===== config.mk =====
export PLATFORM = sky130hd
export DESIGN_NAME = seg7_scan_display
export DESIGN_NICKNAME = d
export VERILOG_FILES = /design/src/rtl/seg7_pkg.sv /design/src/rtl/seg7_hex_decode.sv /design/src/rtl/seg7_scan_display.sv
export SDC_FILE = /design/constraint.sdc
export NUM_CORES = 1
export LEC_CHECK = 0
export ABC_AREA = 1
export CAP_MARGIN = 0
export CORE_MARGIN = 2
export CORE_UTILIZATION = 56
export DETAILED_ROUTE_END_ITERATION = 8
export PLACE_DENSITY_LB_ADDON = 0.12
export SYNTH_ARGS = -nofsm -noshare
export SYNTH_HDL_FRONTEND = slang
export SYNTH_HIERARCHICAL = 1
export SYNTH_SLANG_ARGS = --single-unit
export TNS_END_PERCENT = 100

===== constraint.sdc =====
create_clock -name clk -period 2.3 [get_ports clk]
set_clock_uncertainty 0.1 [all_clocks]
set_input_delay 0.23 -clock clk [delete_from_list [all_inputs] [get_ports clk]]
set_output_delay 0.23 -clock clk [all_outputs]
set_load 0.005 [all_outputs]

===== src/rtl/seg7_pkg.sv =====
// Shared constants for the 4-digit multiplexed 7-segment display.
// Contents:
//   NUM_DIGITS - number of digit positions scanned
//   SEG_OFF    - active-high "all segments dark" pattern
//   GLYPHS     - active-high {g,f,e,d,c,b,a} glyphs for hex 0-F
package seg7_pkg;

  localparam int unsigned NUM_DIGITS = 4;

  localparam logic [6:0] SEG_OFF = 7'h00;

  // Index = nibble value; lowercase b and d keep them distinct from 8 and 0.
  localparam logic [6:0] GLYPHS [16] = '{
    7'h3F, 7'h06, 7'h5B, 7'h4F,  // 0 1 2 3
    7'h66, 7'h6D, 7'h7D, 7'h07,  // 4 5 6 7
    7'h7F, 7'h6F, 7'h77, 7'h7C,  // 8 9 A b
    7'h39, 7'h5E, 7'h79, 7'h71   // C d E F
  };

endpackage


===== src/rtl/seg7_hex_decode.sv =====
// Combinational hex nibble to 7-segment glyph decoder (active-high).
// Ports:
//   nibble  in  4  hex digit 0-F
//   glyph   out 7  segments {g,f,e,d,c,b,a}, 1 = lit
module seg7_hex_decode
  import seg7_pkg::*;
(
  input  logic [3:0] nibble,
  output logic [6:0] glyph
);

  assign glyph = GLYPHS[nibble];

endmodule


===== src/rtl/seg7_scan_display.sv =====
// Time-multiplexed 4-digit common-anode 7-segment display driver.
// Shows a 16-bit value in hex with optional leading-zero blanking, a dark
// gap at the start of every digit slot to suppress ghosting, and a decimal
// point flash on digit 0 after each load pulse.
// Ports:
//   clk       in   1   system clock
//   rst       in   1   synchronous active-high reset
//   value     in   16  count to display
//   load      in   1   capture value now and restart the DP flash
//   blank_lz  in   1   blank leading zero digits
//   an        out  4   anode enables, an[0] = least significant digit
//   seg       out  7   segments {g,f,e,d,c,b,a}
//   dp        out  1   decimal point
module seg7_scan_display
  import seg7_pkg::*;
#(
  parameter int unsigned REFRESH_DIV  = 100000,
  parameter int unsigned GAP_CYCLES   = 500,
  parameter int unsigned FLASH_CYCLES = 5000000,
  parameter bit          ACTIVE_LOW   = 1'b1
) (
  input  logic        clk,
  input  logic        rst,
  input  logic [15:0] value,
  input  logic        load,
  input  logic        blank_lz,
  output logic [3:0]  an,
  output logic [6:0]  seg,
  output logic        dp
);

  localparam int unsigned PW = $clog2(REFRESH_DIV);
  localparam int unsigned FW = $clog2(FLASH_CYCLES + 1);
  localparam int unsigned IW = $clog2(NUM_DIGITS);

  localparam logic [PW-1:0] PRESC_MAX  = PW'(REFRESH_DIV - 1);
  localparam logic [PW-1:0] GAP_END    = PW'(GAP_CYCLES);
  localparam logic [FW-1:0] FLASH_INIT = FW'(FLASH_CYCLES);
  localparam logic [IW-1:0] IDX_LAST   = IW'(NUM_DIGITS - 1);

  logic [PW-1:0] presc_q, presc_d;
  logic [IW-1:0] idx_q, idx_d;
  logic [15:0]   shadow_q, shadow_d;
  logic [FW-1:0] flash_q, flash_d;

  logic       slot_end;
  logic       frame_end;
  logic [3:0] nibble;
  logic [6:0] glyph;
  logic       in_gap;
  logic       lz_blank;
  logic       digit_lit;
  logic [3:0] an_hi;
  logic [6:0] seg_hi;
  logic       dp_hi;

  // Next-state logic for the scan counters, shadow register and flash timer.
  always_comb begin
    presc_d   = presc_q + 1'b1;
    idx_d     = idx_q;
    slot_end  = (presc_q == PRESC_MAX);
    frame_end = slot_end && (idx_q == IDX_LAST);
    if (slot_end) begin
      presc_d = '0;
      idx_d   = idx_q + 1'b1;
    end
    // Shadow only updates on load or at frame start, so a frame never tears.
    shadow_d = (load || frame_end) ? value : shadow_q;
    if (load) begin
      flash_d = FLASH_INIT;
    end else if (flash_q != '0) begin
      flash_d = flash_q - 1'b1;
    end else begin
      flash_d = flash_q;
    end
  end

  always_ff @(posedge clk) begin
    if (rst) begin
      presc_q  <= '0;
      idx_q    <= '0;
      shadow_q <= 16'h0000;
      flash_q  <= '0;
    end else begin
      presc_q  <= presc_d;
      idx_q    <= idx_d;
      shadow_q <= shadow_d;
      flash_q  <= flash_d;
    end
  end

  assign nibble = shadow_q[{idx_q, 2'b00} +: 4];

  seg7_hex_decode u_hex_decode (
    .nibble (nibble),
    .glyph  (glyph)
  );

  // Active-high view of the current slot; polarity is applied at the registers.
  always_comb begin
    in_gap    = (presc_q < GAP_END);
    // Nibbles idx..3 all zero <=> shadow shifted down to this digit is zero.
    lz_blank  = blank_lz && (idx_q != '0) && ((shadow_q >> {idx_q, 2'b00}) == 16'h0000);
    digit_lit = !in_gap && !lz_blank;
    an_hi     = digit_lit ? (4'b0001 << idx_q) : 4'b0000;
    seg_hi    = digit_lit ? glyph : SEG_OFF;
    dp_hi     = !in_gap && (idx_q == '0) && (flash_q != '0);
  end

  always_ff @(posedge clk) begin
    if (rst) begin
      an  <= {4{ACTIVE_LOW}};
      seg <= {7{ACTIVE_LOW}};
      dp  <= ACTIVE_LOW;
    end else begin
      an  <= an_hi ^ {4{ACTIVE_LOW}};
      seg <= seg_hi ^ {7{ACTIVE_LOW}};
      dp  <= dp_hi ^ ACTIVE_LOW;
    end
  end

endmodule


* Word level (Yosys, flattened, before mapping)
Memory sizes are Yosys's and may differ from the RTL's.
Cells that the tools add are included.
W data, S select, Z words.
** Cells by class
- $add $sub $neg :: 3
- Shift-type cells :: 3
- Bitwise gates (word level) :: 4
- Reduce and logical (&&, ||, !) cells :: 16
- Magnitude comparators :: 2
- Eq/ne operators :: 2
- Mux-type cells :: 6
** Operators by type and width (count)
- $mux W23 :: 2
- $reduce_bool A23 Y1 :: 1
- $sub A23 B1 Y23 const B :: 1
- $mux W7 :: 3
- $add A17 B1 Y17 const B :: 1
- $eq A17 B17 Y1 const B :: 1
- $lt A17 B9 Y1 const B :: 1
- $logic_not A16 Y1 :: 1
- $shiftx A16 B5 Y4 :: 1
- $shr A16 B4 Y16 :: 1
- $not A7 Y7 :: 1
- $logic_and A1 B1 Y1 :: 6
- $ge A5 B5 Y1 const B :: 1
- $not A4 Y5 :: 1
- $mux W4 :: 1
- $not A4 Y4 :: 1
- $reduce_bool A2 Y1 :: 2
- $reduce_or A2 Y1 :: 2
- $shl A1 B2 Y4 const A :: 1
- $add A2 B1 Y2 const B :: 1
- $eq A2 B2 Y1 const B :: 1
- $logic_not A1 Y1 :: 2
- $logic_not A2 Y1 :: 1
- $logic_or A1 B1 Y1 :: 1
- $not A1 Y1 :: 1
** Storage, ports and cells
- Flip-flop bits (word level) :: 70
- Bits of input ports :: 20
- Output and inout bits :: 12
- ROM bits :: 112
- Memories kept :: 1
** Memory list
- (name not given) :: words 16, width 7, read ports 1, clocked after Yosys merged registers in 0, wr ports 0, line seg7_hex_decode.sv:12 : assign glyph = GLYPHS[nibble];

* Logic depth before layout (Yosys ltp)
Gate-level depths: netlist (run 1).
- Word-level depth :: 7
- Depth in mapped cells :: 15
- Mapped depth without buffers :: 15

* Modules after synthesis
Netlist (run 1), hierarchy kept.
** Modules (own cells, without submodules)
- seg7_scan_display :: cells an instance 543, sequential area each 1401.3 µm², times used 1, area each 3679.8 µm²
- seg7_hex_decode :: cells an instance 52, sequential area each 0.0 µm², times used 1, area each 270.3 µm²

* Least setup slack after synthesis (run 1)
Ideal clock, no wire load.
- Path kind :: register to register
- Start :: register idx_q[0]
- End :: register seg[1]
- Clock period less this slack :: 1.936 ns
- Slack :: 0.364 ns
- Setup time :: 0.126 ns
- Data required time :: 2.074 ns
- Stages on the path, launching flop included :: 12
- Buffers on the path :: 1
- Data arrival time :: 1.710 ns
- Path through :: dfxtp_1 > buf_4 > nor2_1 > a21oi_1 > o21ai_0 > inv_2 > nand2_1 > nand3_1 > nand2_1 > inv_1 > nor2_1 > nand3_1
** On the way
- Word-level cells in the longest chain between the ends :: 7
- Elaborated cells on any way between the ends :: 14
- Those cells by class :: shift: 2; mux: 3; bitwise: 2; reduce/logical: 6; memory: 1
** RTL lines
- start: declaration :: line seg7_scan_display.sv:42 : logic [IW-1:0] idx_q, idx_d;
- start signal: assignment :: line seg7_scan_display.sv:86 : idx_q <= idx_d;
- $shiftx A16 B5 Y4 :: line seg7_scan_display.sv:92 : assign nibble = shadow_q[{idx_q, 2'b00} +: 4];
- net nibble[2] :: line seg7_scan_display.sv:48 : logic [3:0] nibble;
- $not A4 Y5 (implied by the code) :: line seg7_hex_decode.sv:12
- $mem_v2 Z16 W7
- $mux W7 (implied by the code) (2 in a row) :: line seg7_hex_decode.sv:12
- net glyph[1] :: line seg7_scan_display.sv:49 : logic [6:0] glyph;
- $mux W7 :: line seg7_scan_display.sv:106 : seg_hi = digit_lit ? glyph : SEG_OFF;
- $not A7 Y7 (no source line)
- end signal: assignment :: line seg7_scan_display.sv:113 : seg <= {7{ACTIVE_LOW}};
- end signal: assignment :: line seg7_scan_display.sv:117 : seg <= seg_hi ^ {7{ACTIVE_LOW}};
- end: declaration :: line seg7_scan_display.sv:28 : output logic [6:0] seg,
The timed path passes the listed nets, and every way through them passes these cells. The select of a mux whose other input is x is not followed.
A chain may end at the register's enable or synchronous reset.

* Worst setup path in the final report (run 1)
- Start :: register idx_q[0]
- End :: register seg[3]
Same word-level chain as after synthesis.

==> impl_metrics.csv, run 1 <==
group,metric,value,unit
power,peakVddDrop,0.3694,mV
timing,period_needed,2072,ps
worst_setup_path,cpMostUsedCell,"nand2_1",
min_path,hold_end,"presc_q[0]",
grt,grtUsageTotal,0.2358,
detailed_routing,routed_wl,8582,um
clocking,clkSlewWorstSetupHoldPaths,70,ps
detailed_routing,highest_layer,"met4",
power,internal-power,1.964,mW
detailed_routing,dr_wl_met3,460,um
min_path,hold_depth,1,
worst_setup_path,setup.worst_path.start,"idx_q[0]",
worst_setup_path,critPathRequiredTime,2420,ps
worst_setup_path,arrival,2190,ps
worst_setup_path,rrSetupSlack,230,ps
min_path,hp-start,"presc_q[0]",
power,p_leak,2.034,nW
final_layout,stdcell_area,4499,um^2
timing,timing_hold_violations_final,0,
run,drv_cap,0,
clocking,post_cts_resized,0,
placed_design,dp_hpwl,6346,um
power,swShare,0.2914,
final_layout,diodes,0,
synthesis,yosys.area_share.simple,0.3994,
grt,grt_pass1_wl,14480,um
placed_design,io_buffer_count,31,
min_path,hp-class,"reg -> reg",
die,die_area,7741,um^2
detailed_routing,drc,0,
die,ios,32,
final_layout,final_common_cell,"nand2_1",
synthesis,yosys.area_share.adder,0.04435,
detailed_routing,drt_iter0_markers,169,
detailed_routing,dr.pass1.iters,5,
die,chipHeight,87.99,um
worst_setup_path,r2r-end,"seg[3]",
final_layout,final_cell_mix,"nand2_1 (135), nor2_1 (102), inv_1 (68), dfxtp_1 (68), nand3_1 (67)",
die,start_util,0.5814,
worst_setup_path,path_buf_inv,4,
synthesis,netlist_instances,595,
power,power.total,2.772,mW
power,power_density,616.1,nW/um^2
grt,grt_max_degree,41,
power,combPwrFrac,0.172,
timing,fin_tns_setup,0,ps
clocking,cts_buffer_depth,2,
detailed_routing,drt-vias-per-instance,5.126,
die,fp-row-count,30,
final_layout,ff_latch_area,1404,um^2
worst_setup_path,cp_cell_sequence,"inv_2, nand2_1, a21oi_1, a21oi_1, inv_1, inv_1, ha_1, nand2_1, o21ai_0, nand2_1, nand2_1, inv_1, nor2_1, nand3_1",
synthesis,ys_seq_area_frac,0.3548,
synthesis,synth_top_family_by_area,"simple AND/OR/NAND/NOR gates",
grt,grt_pass1_vias,3279,
detailed_routing,drt-met1-wl,3916,um
worst_setup_path,cp_num_cells,14,
grt,grt_overflow,0,
synthesis,synth_mux_area_frac,0,
worst_setup_path,r2r_start,"idx_q[0]",
synthesis,ys_types,39,
detailed_routing,num_vias,3711,
worst_setup_path,cp_top_family,"buffers and inverters",
final_layout,multi_input_area,2170,um^2
clocking,htreeDepth,3,
detailed_routing,dr_wl_met2,4082,um
power,p_switching,0.8077,mW
power,clkPwrFrac,0.356,
synthesis,syn_avg_cell_area,6.639,um^2
worst_setup_path,startpoint_type,"register",
clocking,cts_tree,"built",
clocking,cts.hold.buffers_added,0,
power,seqPwrFrac,0.472,
placed_design,routabilityCongestion,0.8996,
timing,slew_viol_final,0,
placed_design,detailed_place.area,4309,um^2
synthesis,synthTopCellsByArea,"dfxtp_1 (35%), nand2_1 (13%), nor2_1 (9.7%)",
outcome,status,"completed",
final_layout,fillCellCount,611,
final_layout,drive_above_1_share,0.08439,
die,core,6794,um^2
timing,fmax,0.4825,GHz
synthesis,synth_top_area_frac,0.3548,
worst_setup_path,crit_type,"reg -> reg",
timing,worst_pin_slew,609.9,ps
clocking,cts_setup_buffers,0,
synthesis,synth_xor_area_frac,0.03326,
synthesis,synth_fp_nets,629,
clocking,cts-buffers-inserted,9,
worst_setup_path,cp_max_fo,13,
die,die_w,87.99,um
clocking,clk_latency,350,ps
detailed_routing,drt-wirelength-per-cell,11.85,um
worst_setup_path,ff2ff_path_depth,14,
clocking,root_buffer,"clkbuf_8",
worst_setup_path,slowest_stage,"dfxtp_2",
timing,setup_viol,0,
worst_setup_path,critPathMaxStageDelay,390,ps
final_layout,area_delta_synth_final,13.91,%
synthesis,synth_seq_cells,70,
grt,antenna_found_initial,0,
worst_setup_path,end_kind,"register",
clocking,clkSinkCount,70,
final_layout,final_net_count,658,
timing,max-slew-margin-rel,0.5922,
timing,fin_crit_sh,0.9011,
synthesis,yosys.area.top_type,"dfxtp_1",
timing,rsz0062_at_grt,"false",
synthesis,yosys_warnings,6,
detailed_routing,antenna_left,0,
synthesis,synth_area,3950,um^2
synthesis,synth-compound-area-share,0.07222,
## worst max-delay path by stage
stage | to | slack (ps)
3_3_place_gp | seg[3] | 200
4_1_cts | seg[5] | 100
3_5_place_dp | seg[5] | 110
5_1_grt | seg[2] | 6
6_report | seg[3] | 230
2_1_floorplan | seg[1] | 360
## stage by stage
stage          setup WS [ps]    util  instances  hold WS [ps]
3_3_place_gp           204.9  0.6343        709         331.4
2_1_floorplan          364.4       -        595         261.7
6_report               227.6  0.6622        724         352.5
4_1_cts                102.8  0.6619        724         360.7
3_5_place_dp           114.6  0.6343        709         342.7
5_1_grt                6.494  0.6622        724         381.1
## power by group through the flow
stage	sequential (mW)	combinational (mW)	clock (mW)
after floorplan	1.32	0.372	0
after global placement	1.33	0.462	0
after detailed placement	1.34	0.471	0
after CTS	1.31	0.475	0.995
after global routing	1.31	0.546	1.04
final	1.31	0.478	0.986
## sequential cells by signal, indices dropped and copies added (netlist names)
| register | flops |
|---|---|
| shadow_q | 16 |
| presc_q | 17 |
| seg | 7 |
| dp | 1 |
| an | 4 |
| flash_q | 23 |
| idx_q | 2 |
## area by class of cell
cell class | instances | area share
Tap cell | 96 | 0.02670
Sequential cell | 70 | 0.3120
Timing Repair Buffer | 35 | 0.07564
Clock buffer | 10 | 0.03059
Inverter | 74 | 0.06174
Clock inverter | 5 | 0.01112
Multi-Input combinational cell | 434 | 0.4822
## per-layer routing
layer,global-route usage,vias to the layer above
met5,0,-
met4,0.08252,0
met3,0.04336,12
met2,0.3774,106
met1,0.3193,1656
li1,-,1937
## synthesized netlist by cell type
| library cell | count |
|---|---|
| nand2_1 | 135 |
| nor2_1 | 102 |
| dfxtp_1 | 70 |
| inv_1 | 68 |
| nand3_1 | 67 |
| a21oi_1 | 34 |
| ha_1 | 14 |
| o21ai_0 | 13 |
| nand4_1 | 11 |
| nor2_2 | 9 |
| clkbuf_1 | 8 |
| xor2_1 | 8 |
| xnor2_1 | 7 |
| inv_2 | 6 |
| nand2_2 | 5 |
| nor3_1 | 5 |
| buf_2 | 3 |
| buf_4 | 3 |
| buf_6 | 3 |
| nor3_2 | 2 |
| nor3b_1 | 2 |
| o21ai_1 | 2 |
| or2_2 | 2 |
| a211oi_1 | 1 |
| a21oi_2 | 1 |
| and2_1 | 1 |
| and3_1 | 1 |
| nand3_2 | 1 |
| nand3_4 | 1 |
| nand4_4 | 1 |
| nor2_4 | 1 |
| nor2_8 | 1 |
| nor3b_2 | 1 |
| nor4_1 | 1 |
| o211ai_1 | 1 |
| o21ai_2 | 1 |
| o31ai_1 | 1 |
| or2_0 | 1 |
| or3_1 | 1 |
## cell families (layout without fill, tap and decap cells)
| logic type | count (synthesis) | count (layout) |
|---|---|---|
| simple gates | 351 | 351 |
| fa+ha+maj | 14 | 14 |
| flops | 70 | 70 |
| xor+xnor | 15 | 15 |
| buf+inv | 91 | 124 |
| compound gates | 54 | 54 |
No activity file was read; power rests on OpenSTA's default activity.
==> inputs of run 2 (changes only) <==
- CORE_ASPECT_RATIO: default -> 1.4
==> run 2 against run 1 <==
Compared with the run above: via count rose by 0.16%; die area up 0.13%; first-iteration DRC count decreased by 20%; critical endpoint unchanged; critical path type unchanged; register-to-register slack gained 20 ps; utilization down 0.30 points; clock power grew 11%; count of clock-buffer cells in the layout grew 2; setup slack improved by 23 ps; non-clock buffer count rose by 2; critical path depth is the same; power rose by 4.2%; highest routed layer unchanged.
==> impl_metrics.csv, run 2 (synthesis results as in run 1) <==
group,metric,value,unit
outcome,status,"completed",
timing,rsz0062_at_grt,"false",
worst_setup_path,rrSetupSlack,250,ps
die,chipHeight,103.4,um
die,ios,32,
grt,grt_max_degree,41,
timing,fmax,0.4880,GHz
worst_setup_path,r2r_start,"idx_q[0]",
worst_setup_path,ff2ff_path_depth,14,
die,die_area,7751,um^2
power,power.total,2.888,mW
detailed_routing,num_vias,3717,
clocking,post_cts_resized,0,
worst_setup_path,end_kind,"register",
die,die_w,74.98,um
grt,grt_pass1_vias,3531,
final_layout,multi_input_area,2170,um^2
final_layout,largest_reg_flops,23,
clocking,cts_tree,"built",
clocking,cts.hold.buffers_added,0,
min_path,hp-start,"presc_q[0]",
worst_setup_path,cp_cell_sequence,"inv_2, nand2_1, a21oi_1, a21oi_1, inv_1, inv_1, ha_1, nand2_1, o21ai_0, nand2_1, nand2_1, inv_1, nor2_1, nand3_1",
timing,max-slew-margin-rel,0.6026,
worst_setup_path,arrival,2170,ps
timing,worst_pin_slew,592.2,ps
clocking,clkSinkCount,70,
die,start_util,0.5732,
final_layout,area_delta_synth_final,15.01,%
placed_design,io_buffer_count,31,
worst_setup_path,critPathRequiredTime,2430,ps
final_layout,final_net_count,660,
detailed_routing,dr.pass1.iters,4,
placed_design,dp_hpwl,7092,um
final_layout,diodes,0,
final_layout,fin_util,0.6592,
detailed_routing,routed_wl,9274,um
placed_design,routabilityCongestion,0.9489,
min_path,hold_depth,1,
grt,grt_pass1_wl,15790,um
final_layout,final_common_cell,"nand2_1",
timing,fin_tns_setup,0,ps
placed_design,detailed_place.area,4323,um^2
clocking,clkSlewWorstSetupHoldPaths,70,ps
power,power_density,635.7,nW/um^2
final_layout,top_regs,"flash_q (23), presc_q (17), shadow_q (16)",
run,drv_cap,0,
worst_setup_path,slowest_stage,"dfxtp_4",
final_layout,stdcell_area,4543,um^2
clocking,cts_setup_buffers,0,
detailed_routing,antenna_left,0,
detailed_routing,drc,0,
final_layout,finalNonFillerCells,726,
clocking,root_buffer,"clkbuf_8",
timing,period_needed,2049,ps
timing,fin_crit_sh,0.8909,
clocking,clk_latency,350,ps
detailed_routing,drt-wirelength-per-cell,12.77,um
detailed_routing,drt_iter0_markers,135,
final_layout,ff_latch_area,1406,um^2
timing,slew_viol_final,0,
min_path,hold_end,"presc_q[0]",
die,fp-row-count,36,
detailed_routing,drt-vias-per-instance,5.120,
power,peakVddDrop,0.4821,mV
worst_setup_path,r2r-end,"seg[3]",
clocking,cts_buffer_depth,2,
power,p_leak,2.054,nW
die,core,6892,um^2
placed_design,dp.cells,710,
worst_setup_path,cp_max_fo,11,
grt,antenna_found_initial,0,
min_path,hp-class,"reg -> reg",
clocking,htreeDepth,3,
worst_setup_path,cpMostUsedCell,"nand2_1",
worst_setup_path,startpoint_type,"register",
grt,grt_overflow,0,
worst_setup_path,crit_type,"reg -> reg",
grt,grtUsageTotal,0.2698,
final_layout,regMostFlops,"flash_q",
clocking,cts-buffers-inserted,9,
final_layout,fillCellCount,609,
final_layout,final_cell_mix,"nand2_1 (135), nor2_1 (102), inv_1 (68), dfxtp_1 (68), nand3_1 (67)",
timing,setup_viol,0,
worst_setup_path,critPathMaxStageDelay,380,ps
final_layout,drive_above_1_share,0.08558,
timing,timing_hold_violations_final,0,
-- run 2: cell count changes in the layout (fill, tap and decap cells not counted), sizes merged --
| cell | delta |
|---|---|
| buf | +2 |
| clkbuf | +2 |
| clkinv | -2 |
| bufinv | +1 |
-- run 2: worst max-delay path by stage --
stage                   from      to  slack (ps)
CTS                 idx_q[0]  seg[0]         100
floorplan           idx_q[0]  seg[1]         360
global placement    idx_q[0]  seg[3]         140
global route        idx_q[0]  seg[1]          10
finish              idx_q[0]  seg[3]         250
detailed placement  idx_q[0]  seg[0]         100
-- run 2: power by group --
part           internal [mW]  switching (mW)  total (mW)
clock network          0.638           0.457        1.09
logic                  0.185           0.300       0.486
registers               1.26          0.0457        1.31
total                   2.08           0.803        2.89
-- run 2: per-stage QoR --
step / setup slack [ps] / hold slack, ps
6_report: 250.9 / 349.4
5_1_grt: 13.63 / 373.6
4_1_cts: 97.22 / 354.2
3_5_place_dp: 99.52 / 339.9
3_3_place_gp: 135.1 / 333.0
2_1_floorplan: 364.4 / 261.7
-- run 2: worst max-delay path: cells and delay by family, from the launching register on --
| family | cells | cell delay [ps] |
|---|---|---|
| compound gates | 3 | 310 |
| fa+ha+maj | 1 | 290 |
| buf+inv | 4 | 430 |
| flops | 1 | 380 |
| simple gates | 6 | 410 |
-- run 2: cell type report --
cell class,instances,area share
sequential,70,0.3096
multi-input combinational,434,0.4776
tap,95,0.02616
inverter,74,0.06114
clock buffer,12,0.03195
timing repair buffer,37,0.07822
clock inverter,4,0.01542
-- run 2: layer usage --
| metal | global-route usage | vias up | wire length [um] |
|---|---|---|---|
| li1 | - | 1937 | - |
| met1 | 0.2676 | 1691 | 3642 |
| met2 | 0.5047 | 67 | 5097 |
| met3 | 0.07752 | 22 | 265 |
| met4 | 0.1223 | 0 | 268 |
| met5 | 0 | - | 0 |
